==> src/rtl/muldiv_pkg.sv <==
// Shared constants and state encoding for the multiply/divide unit.
// Function codes match the R-type funct field of the instruction set.
package muldiv_pkg;

  localparam logic [5:0] FN_MFHI  = 6'b010000;
  localparam logic [5:0] FN_MTHI  = 6'b010001;
  localparam logic [5:0] FN_MFLO  = 6'b010010;
  localparam logic [5:0] FN_MTLO  = 6'b010011;
  localparam logic [5:0] FN_MULT  = 6'b011000;
  localparam logic [5:0] FN_MULTU = 6'b011001;
  localparam logic [5:0] FN_DIV   = 6'b011010;
  localparam logic [5:0] FN_DIVU  = 6'b011011;

  localparam logic [2:0] RTYPE_OP_DEFAULT = 3'b111;

  typedef enum logic [2:0] {
    IDLE = 3'd0,
    MUL  = 3'd1,
    DIV  = 3'd2,
    FIX  = 3'd3,
    DONE = 3'd4
  } state_t;

endpackage

==> src/rtl/muldiv_iter_core.sv <==
// Unsigned iterative datapath: radix-2 shift-add multiply and restoring divide.
// p holds {upper, lower}: product after a multiply, {remainder, quotient} after a divide.
module muldiv_iter_core #(
  parameter int WIDTH = 32
) (
  input  logic               clk,
  input  logic               reset,
  input  logic               load,
  input  logic               step,
  input  logic               div_mode,
  input  logic [WIDTH-1:0]   lo_in,
  input  logic [WIDTH-1:0]   d_in,
  output logic [2*WIDTH-1:0] p
);

  logic [2*WIDTH-1:0] p_r;
  logic [WIDTH-1:0]   d_r;
  logic [WIDTH:0]     sum_s;
  logic [WIDTH:0]     shifted_s;
  logic [WIDTH-1:0]   sub_s;
  logic [WIDTH-1:0]   rem_next_s;
  logic               ge_s;
  logic [2*WIDTH-1:0] mul_next_s;
  logic [2*WIDTH-1:0] div_next_s;

  // Next-step values for both algorithms; remainder stays below the divisor so the difference fits WIDTH bits.
  always_comb begin
    sum_s      = {1'b0, p_r[2*WIDTH-1:WIDTH]} + (p_r[0] ? {1'b0, d_r} : {(WIDTH+1){1'b0}});
    mul_next_s = {sum_s, p_r[WIDTH-1:1]};
    shifted_s  = {p_r[2*WIDTH-1:WIDTH], p_r[WIDTH-1]};
    sub_s      = shifted_s[WIDTH-1:0] - d_r;
    ge_s       = (shifted_s >= {1'b0, d_r});
    if (ge_s) begin
      rem_next_s = sub_s;
    end else begin
      rem_next_s = shifted_s[WIDTH-1:0];
    end
    div_next_s = {rem_next_s, p_r[WIDTH-2:0], ge_s};
  end

  // Operand load and per-cycle iteration register.
  always_ff @(posedge clk or posedge reset) begin
    if (reset) begin
      p_r <= '0;
      d_r <= '0;
    end else if (load) begin
      p_r <= {{WIDTH{1'b0}}, lo_in};
      d_r <= d_in;
    end else if (step) begin
      p_r <= div_mode ? div_next_s : mul_next_s;
    end else begin
      p_r <= p_r;
    end
  end

  assign p = p_r;

endmodule

==> src/rtl/muldiv_unit.sv <==
// HI/LO multiply/divide unit: decode, control FSM, sign correction and MFHI/MFLO read port.
// Operands are iterated as magnitudes and the sign is restored in the FIX cycle.
module muldiv_unit
  import muldiv_pkg::*;
#(
  parameter int                 WIDTH    = 32,
  parameter int                 ALUOP_W  = 3,
  parameter logic [ALUOP_W-1:0] RTYPE_OP = ALUOP_W'(RTYPE_OP_DEFAULT)
) (
  input  logic               clk,
  input  logic               reset,
  input  logic [ALUOP_W-1:0] ALUOp,
  input  logic [5:0]         ALUFunction,
  input  logic               Valid,
  input  logic [WIDTH-1:0]   A,
  input  logic [WIDTH-1:0]   B,
  output logic [WIDTH-1:0]   Result,
  output logic [WIDTH-1:0]   HI,
  output logic [WIDTH-1:0]   LO,
  output logic               Busy,
  output logic               Done,
  output logic               Stall
);

  localparam int CNT_W = $clog2(WIDTH + 1);

  state_t             state_r, state_s;
  logic [CNT_W-1:0]   cnt_r;
  logic               sign_a_r, sign_b_r, div0_r, op_div_r;
  logic [WIDTH-1:0]   hi_r, lo_r, result_s;
  logic               busy_r, done_r;
  logic               is_mul_s, is_div_s, is_signed_s, mthi_s, mtlo_s, mfhi_s, mflo_s, is_mdu_s;
  logic               neg_a_s, neg_b_s, load_s, step_s;
  logic [WIDTH-1:0]   mag_a_s, mag_b_s, quo_s, rem_s, fix_hi_s, fix_lo_s;
  logic [2*WIDTH-1:0] core_p_s, prod_s;

  // Function decode, gated by Valid and the R-type class.
  always_comb begin
    is_mul_s    = 1'b0;
    is_div_s    = 1'b0;
    is_signed_s = 1'b0;
    mthi_s      = 1'b0;
    mtlo_s      = 1'b0;
    mfhi_s      = 1'b0;
    mflo_s      = 1'b0;
    if (Valid && (ALUOp == RTYPE_OP)) begin
      case (ALUFunction)
        FN_MULT:  begin is_mul_s = 1'b1; is_signed_s = 1'b1; end
        FN_MULTU: is_mul_s = 1'b1;
        FN_DIV:   begin is_div_s = 1'b1; is_signed_s = 1'b1; end
        FN_DIVU:  is_div_s = 1'b1;
        FN_MTHI:  mthi_s = 1'b1;
        FN_MTLO:  mtlo_s = 1'b1;
        FN_MFHI:  mfhi_s = 1'b1;
        FN_MFLO:  mflo_s = 1'b1;
        default:  is_mul_s = 1'b0;
      endcase
    end else begin
      is_mul_s = 1'b0;
    end
  end

  assign is_mdu_s = is_mul_s | is_div_s | mthi_s | mtlo_s | mfhi_s | mflo_s;
  assign neg_a_s  = is_signed_s & A[WIDTH-1];
  assign neg_b_s  = is_signed_s & B[WIDTH-1];
  assign mag_a_s  = neg_a_s ? -A : A;
  assign mag_b_s  = neg_b_s ? -B : B;

  // Next-state logic; the counter reaching 1 marks the last iteration step.
  always_comb begin
    state_s = state_r;
    load_s  = 1'b0;
    step_s  = 1'b0;
    case (state_r)
      IDLE: begin
        if (is_mul_s) begin
          state_s = MUL;
          load_s  = 1'b1;
        end else if (is_div_s) begin
          state_s = DIV;
          load_s  = 1'b1;
        end else begin
          state_s = IDLE;
        end
      end
      MUL, DIV: begin
        step_s = 1'b1;
        if (cnt_r == CNT_W'(1)) begin
          state_s = FIX;
        end else begin
          state_s = state_r;
        end
      end
      FIX:     state_s = DONE;
      DONE:    state_s = IDLE;
      default: state_s = IDLE;
    endcase
  end

  // Sign restoration; a zero divisor keeps the all-ones quotient unnegated.
  always_comb begin
    quo_s  = core_p_s[WIDTH-1:0];
    prod_s = core_p_s;
    if (sign_a_r ^ sign_b_r) begin
      prod_s = -core_p_s;
      quo_s  = div0_r ? core_p_s[WIDTH-1:0] : -core_p_s[WIDTH-1:0];
    end else begin
      prod_s = core_p_s;
    end
    if (sign_a_r) begin
      rem_s = -core_p_s[2*WIDTH-1:WIDTH];
    end else begin
      rem_s = core_p_s[2*WIDTH-1:WIDTH];
    end
    if (op_div_r) begin
      fix_hi_s = rem_s;
      fix_lo_s = quo_s;
    end else begin
      fix_hi_s = prod_s[2*WIDTH-1:WIDTH];
      fix_lo_s = prod_s[WIDTH-1:0];
    end
  end

  // MFHI/MFLO read port; HI/LO are already updated while in DONE.
  always_comb begin
    result_s = '0;
    if ((state_r == IDLE) || (state_r == DONE)) begin
      if (mfhi_s) begin
        result_s = hi_r;
      end else if (mflo_s) begin
        result_s = lo_r;
      end else begin
        result_s = '0;
      end
    end else begin
      result_s = '0;
    end
  end

  // Control, operand-sign and architectural HI/LO registers.
  always_ff @(posedge clk or posedge reset) begin
    if (reset) begin
      state_r  <= IDLE;
      cnt_r    <= '0;
      sign_a_r <= 1'b0;
      sign_b_r <= 1'b0;
      div0_r   <= 1'b0;
      op_div_r <= 1'b0;
      hi_r     <= '0;
      lo_r     <= '0;
      busy_r   <= 1'b0;
      done_r   <= 1'b0;
    end else begin
      state_r <= state_s;
      busy_r  <= (state_s == MUL) || (state_s == DIV) || (state_s == FIX);
      done_r  <= (state_s == DONE);
      if (load_s) begin
        cnt_r    <= CNT_W'(WIDTH);
        sign_a_r <= neg_a_s;
        sign_b_r <= neg_b_s;
        div0_r   <= is_div_s && (B == '0);
        op_div_r <= is_div_s;
      end else if (step_s) begin
        cnt_r <= cnt_r - CNT_W'(1);
      end else begin
        cnt_r <= cnt_r;
      end
      if (state_r == FIX) begin
        hi_r <= fix_hi_s;
        lo_r <= fix_lo_s;
      end else if ((state_r == IDLE) && mthi_s) begin
        hi_r <= A;
      end else if ((state_r == IDLE) && mtlo_s) begin
        lo_r <= A;
      end else begin
        hi_r <= hi_r;
        lo_r <= lo_r;
      end
    end
  end

  muldiv_iter_core #(.WIDTH(WIDTH)) u_core (
    .clk      (clk),
    .reset    (reset),
    .load     (load_s),
    .step     (step_s),
    .div_mode (state_r == DIV),
    .lo_in    (is_div_s ? mag_a_s : mag_b_s),
    .d_in     (is_div_s ? mag_b_s : mag_a_s),
    .p        (core_p_s)
  );

  assign Result = result_s;
  assign HI     = hi_r;
  assign LO     = lo_r;
  assign Busy   = busy_r;
  assign Done   = done_r;
  assign Stall  = is_mdu_s && ((state_r == MUL) || (state_r == DIV) || (state_r == FIX));

endmodule

==> config.mk <==
export PLATFORM = sky130hd
export DESIGN_NAME = muldiv_unit
export DESIGN_NICKNAME = d
export VERILOG_FILES = /design/src/rtl/muldiv_pkg.sv /design/src/rtl/muldiv_iter_core.sv /design/src/rtl/muldiv_unit.sv
export SDC_FILE = /design/constraint.sdc
export NUM_CORES = 1
export LEC_CHECK = 0
export ABC_AREA = 1
export CAP_MARGIN = 5
export CORE_ASPECT_RATIO = 0.8
export CORE_MARGIN = 1.5
export CORE_UTILIZATION = 50
export CTS_BUF_LIST = sky130_fd_sc_hd__clkbuf_4 sky130_fd_sc_hd__clkbuf_8
export CTS_CLUSTER_DIAMETER = 150
export DETAILED_ROUTE_END_ITERATION = 6
export PLACE_DENSITY_LB_ADDON = 0.25
export SLEW_MARGIN = 10
export SYNTH_ARGS = -nofsm -noshare
export SYNTH_HDL_FRONTEND = slang
export SYNTH_SLANG_ARGS = --single-unit
==> constraint.sdc <==
create_clock -name clk -period 17.7 [get_ports clk]
set_input_delay 4.425 -clock clk [delete_from_list [all_inputs] [get_ports clk]]
set_output_delay 4.425 -clock clk [all_outputs]
set_load 0.1 [all_outputs]
; Word-level counts from Yosys, hierarchy flattened
; Index checks and enable logic that the tools add are counted.
[op_classes]
n_addsub = 8
n_mul = 0
div = 0
n_lt_le_gt_ge = 1
n_eq_ne = 19
shift = 0
muxes = 47
bitwise_logic = 8
n_reduce_logical = 20
[op_table]
columns = cell, n
row1 = 2-to-1 mux 32 bit, 19
row2 = 2-to-1 mux 64 bit, 4
row3 = negator 32 bit, 4
row4 = negator 64 bit, 1
row5 = == test 6 x 5 -> 1 bit (second input constant), 8
row6 = adder 32 x 33 -> 33 bit, 1
row7 = greater-or-equal comparator 33 x 32 -> 1 bit, 1
row8 = zero test 32 bit, 1
row9 = subtractor 32 bit, 1
row10 = 2-to-1 mux 1 bit, 18
row11 = == test 3 x 2 -> 1 bit (second input constant), 4
row12 = 2-to-1 mux 6 bit, 2
row13 = == test 3 bit (second input constant), 3
row14 = case mux 3 bit (3 select lines), 1
row15 = OR reduction 2 bit, 4
row16 = == test 3 x 1 -> 1 bit (second input constant), 2
row17 = == test 6 x 1 -> 1 bit (second input constant), 1
row18 = nonzero test 2 bit, 3
row19 = subtractor 6 x 1 -> 6 bit (second input constant), 1
row20 = logical AND 1 bit, 5
row21 = logical OR 1 bit, 5
row22 = bitwise OR 1 bit, 5
row23 = 2-to-1 mux 2 bit, 2
row24 = zero test 3 bit, 1
row25 = 5 further kinds, 6
[totals]
ff_bits = 175
latchBits = 0
ramBits = 0
romBits = 0
word_cells = 115
mem_count = 0

; Longest topological paths before layout
[logic_depth]
ltp_word = 10
ltp_mapped = 21
ltp_nobuf = 19

; Hierarchy
; From an unflattened synthesis, not the netlist that was laid out.
[hier_totals]
hier_cells = 3277
hier_area_um2 = 18933.2
[modules_own_cells]
columns = module, n_inst, cells_each, area_per_inst_um2
row1 = muldiv_unit, 1, 1708, 9494.1
row2 = muldiv_iter_core, 1, 1569, 9439.1

; Least setup slack after synthesis
; Ideal clock, no wire load.
[synth_timing]
path_type = input -> output
startpoint = in ALUFunction[5]
endpoint = out Stall
arrival_ns = 7.716
required_ns = 13.275
slack_ns = 5.559
cell_stages = 5
path_buffers = 0
cell_sequence = inv_1 nand2_2 nor3_4 inv_2 nor4_1
[synth_via]
elab_chain_len = 10
[synth_lines]
columns = item, line_no
row1 = start: declaration, muldiv_unit.sv:13  ; input logic [5:0] ALUFunction,
row2 = == test 6 x 5 -> 1 bit, muldiv_unit.sv:47  ; case (ALUFunction)
row3 = OR reduction 2 bit (no source line), n/a
row4 = 2-to-1 mux 1 bit, muldiv_unit.sv:47
row5 = 2-to-1 mux 1 bit, muldiv_unit.sv:46  ; if (Valid && (ALUOp == RTYPE_OP)) begin
row6 = bitwise OR 1 bit (4 in a row), muldiv_unit.sv:63  ; assign is_mdu_s = is_mul_s | is_div_s | mthi_s | mtlo_s | mfhi_s | mflo_s;
row7 = bitwise OR 1 bit (*), muldiv_unit.sv:63
row8 = logical AND 1 bit (*), muldiv_unit.sv:198  ; assign Stall = is_mdu_s && ((state_r == MUL) || (state_r == DIV) || (state_r == FIX));
row9 = end: declaration, muldiv_unit.sv:22  ; output logic Stall
; Mark *: on every way between the ends. The rest lies on a longest branch, timed or not.

; Final worst setup path
[layout_timing]
startpoint = in ALUFunction[4]
endpoint = out Result[4]
[layout_via]
elab_chain_len = 6
[layout_lines]
columns = item, line_no
row1 = == test 6 x 5 -> 1 bit, muldiv_unit.sv:47
row2 = 2-to-1 mux 1 bit, muldiv_unit.sv:47
row3 = 2-to-1 mux 1 bit, muldiv_unit.sv:46
row4 = 2-to-1 mux 32 bit, muldiv_unit.sv:130  ; end else if (mflo_s) begin
row5 = 2-to-1 mux 32 bit (*), muldiv_unit.sv:128  ; if (mfhi_s) begin
row6 = 2-to-1 mux 32 bit (*), muldiv_unit.sv:127  ; if ((state_r == IDLE) || (state_r == DONE)) begin
row7 = end: declaration, muldiv_unit.sv:17  ; output logic [WIDTH-1:0] Result,
; Marks and branches as above.

==> results.py <==
metrics = {
    "cts": {
        "cts.clk_slew.worst_paths_ps": 110,
        "htreeDepth": 4,
        "cts.sinks": 175,
        "post-cts-setup-buffers": 0,
        "cts_tree": "yes",
        "root_buffer": "clkbuf_8",
        "clk_path_buf_depth": 2,
        "cts.repair.resized": 0,
        "cts_buffers": 17,
        "cts_hold_buffers": 0,
        "insertion_delay_ps": 530,
    },
    "die": {
        "start_util_pct": 50.7,
        "die_h_um": 179,
        "fp.dieW_um": 223,
        "num_io_pins": 175,
        "placement_rows": 64,
        "core_area_um2": 38200,
        "dieArea_um2": 39900,
    },
    "setup_path": {
        "path_max_fanout": 32,
        "cp.arrival_ps": 8410,
        "worstReg2RegEnd": "u_core.p[44]$_DFFE_PP0P_",
        "cp-start-kind": "primary input",
        "end_kind": "output pin",
        "worst-setup-path-type": "primary input to output pin",
        "required_ps": 13280,
        "critPathMaxStageDelay_ps": 1150,
        "rr_startpoint": "u_core.p[53]$_DFFE_PP0P_",
        "r2r_slack_ps": 14050,
        "cp_slowest_cell": "clkdlybuf4s50_1",
        "r2r_cells": 14,
        "crit_chain": "clkdlybuf4s50_1 > nand2_2 > nor3_4 > inv_2 > nor2_4 > nand2_1 > inv_1 > nand2_1 > a21oi_1 > clkdlybuf4s50_1",
    },
    "power_and_ir_drop": {
        "combPwrFrac_pct": 57.3,
        "swShare_pct": 54.4,
        "p_sw_mw": 1.15,
        "clockPowerShare_pct": 16.1,
        "p_leak_nw": 10.7,
        "power_frac_seq_pct": 26.6,
        "powerDensity_nw_per_um2": 97.0,
        "total_power_mw": 2.11,
        "p_int_uw": 964,
        "vdd_ir_drop_max_mv": 0.0575,
    },
    "global_routing": {
        "grt_pass1_wl_um": 131000,
        "antenna_found_initial": 1,
        "grt_max_degree": 101,
        "grt_overflow": 0,
        "grt_pass1_vias": 21000,
        "grt_usage_pct": 44.2,
    },
    "routing": {
        "vias_per_cell": 6.12,
        "route.vias.total": 24200,
        "routedWlPerCell_um": 22.7,
        "drtIter0Drc": 4235,
        "first_pass_iters": 7,
        "remaining_drc_errors": 15,
        "ant_nets": 0,
        "wirelength_um": 90000,
    },
    "logic_synthesis": {
        "synth_top_area_cell": "dfrtp_1",
        "synth-seq-cells": 175,
        "syn_avg_cell_area_um2": 5.78,
        "synth_area_um2": 19400,
        "yosys-top-cells-count": "nand2_1 (1027), inv_1 (492), nand3_1 (364), nor2_1 (353), dfrtp_1 (175)",
        "yosys-top-cells-area": "dfrtp_1 (23%), nand2_1 (20%), inv_1 (9.5%)",
        "yosysSeqAreaShare_pct": 22.6,
        "ys_async_sr_fraction_pct": 100,
        "yosysWarnings": 0,
        "synth_cells": 3352,
        "synth_edf_count": 0,
        "netlist.area_leader.share_pct": 22.6,
        "yosysMostFrequentCell": "nand2_1",
        "synthDistinctLibCells": 54,
        "ys.flop_type": "dfrtp_1",
        "syn_nets": 3500,
    },
    "sta": {
        "timing.final.hold_violations": 0,
        "maxSlewHeadroom_pct": 23.0,
        "hold_slack_ps": 551,
        "finClkSkew_ps": 27.6,
        "fmax_mhz": 77.9,
        "worst_pin_slew_ps": 1150,
        "setup_ws_ps": 4870,
        "fin_crit_ps": 12830,
        "setup_viol": 0,
        "period_share_pct": 72.5,
        "tns_ps": 0,
        "drv_slew": 0,
        "rsz0062_at_grt": "false",
    },
    "hold_path": {
        "hold_path_depth": 2,
        "hold_end": "LO[9]$_DFFE_PP0P_",
        "min_from": "LO[9]$_DFFE_PP0P_",
        "hold_path_class": "flip-flop to flip-flop",
    },
    "layout": {
        "antenna_cells": 0,
        "instances_no_fill": 3958,
        "area.growth.synth_to_final_pct": 12.6,
        "utilization_pct": 57.1,
        "fill_cells": 3830,
        "finalInstanceArea_um2": 21800,
        "final_net_count": 3598,
        "drive_above_1_share_pct": 3.81,
    },
    "job": {
        "max_cap_viol_count": 0,
    },
    "status": {
        "status": "finished, violations left",
        "failed_checks": "design-rule violations",
    },
    "place": {
        "placed_cell_area_um2": 21300,
        "dpl.hpwl_um": 72200,
        "dp.cells": 3926,
        "io_buffers": 174,
        "gp_congestion": 1.08,
        "place_ws_ps": 5000,
    },
}
[logic make-up after synthesis]
family | share of synthesized area [%]
adder cells (fa/ha/maj) | 4.73
AO/OA/AOI/OAI | 13.7
flip-flops | 22.6
AND/OR/NAND/NOR | 43.6
buffers and inverters | 12.9
XOR/XNOR | 2.44
[layout make-up]
type | count | area [um^2] | area share (%)
clock buffer | 17 | 234 | 1.07
clock inverter | 15 | 238 | 1.09
inverter | 511 | 1930 | 8.83
multi-input combinational | 2552 | 12500 | 57.4
sequential | 175 | 4380 | 20.1
tap | 495 | 619 | 2.84
timing repair buffer | 193 | 1880 | 8.64
[power by group through the flow]
stage	Combinational, mW	Clock [mW]	Sequential, mW
after floorplan	0.787	0	0.541
after global placement	1.14	0	0.557
after detailed placement	1.15	0	0.558
after CTS	1.16	0.340	0.550
after global routing	1.31	0.354	0.562
final	1.21	0.341	0.562
[state kept, by name (all words and copies together) (netlist names)]
signal      flops
Busy            1
Done            1
HI             32
LO             32
cnt_r           6
div0_r          1
op_div_r        1
sign_a_r        1
sign_b_r        1
state_r         3
u_core.d_r     32
u_core.p       64
[critical path: cells and delay by family]
| family | cells | cell delay [ps] |
|---|---|---|
| AO/OA/AOI/OAI | 1 | 180 |
| buffers and inverters | 4 | 2520 |
| AND/OR/NAND/NOR | 5 | 1280 |
[how the worst max path moves through the flow]
| stage | cells past startpoint | end | from |
|---|---|---|---|
| 6_report | 10 | Result[4] | ALUFunction[4] |
| 2_1_floorplan | 5 | Stall | ALUFunction[5] |
| 3_5_place_dp | 9 | Result[1] | ALUFunction[2] |
| 4_1_cts | 9 | Result[2] | ALUFunction[2] |
| 3_3_place_gp | 10 | Result[27] | ALUOp[1] |
| 5_1_grt | 9 | Result[25] | ALUFunction[2] |
[cell usage in the layout, fill, tap and decap left out, types with 19 or more instances in the layout]
cell                n
o21ai_0           162
nand4_1            85
nor3_1             38
ha_1               70
nand3_1           364
a21oi_1           162
nand2_1          1027
o211ai_1           24
nor2_1            353
o21bai_1           25
xor2_1             40
clkdlybuf4s50_1   174
a31oi_1            41
dfrtp_1           175
inv_1             491
buf_4              19
[metal layers]
metal	vias to the layer above	share of wire (%)	GRT usage, %
li1	11000	-	-
met4	4	3.4	14.0
met5	-	0.13	2.11
met3	191	17	16.0
met1	11200	42	64.8
met2	1854	37	58.8
No activity file was read; power rests on OpenSTA's default activity.
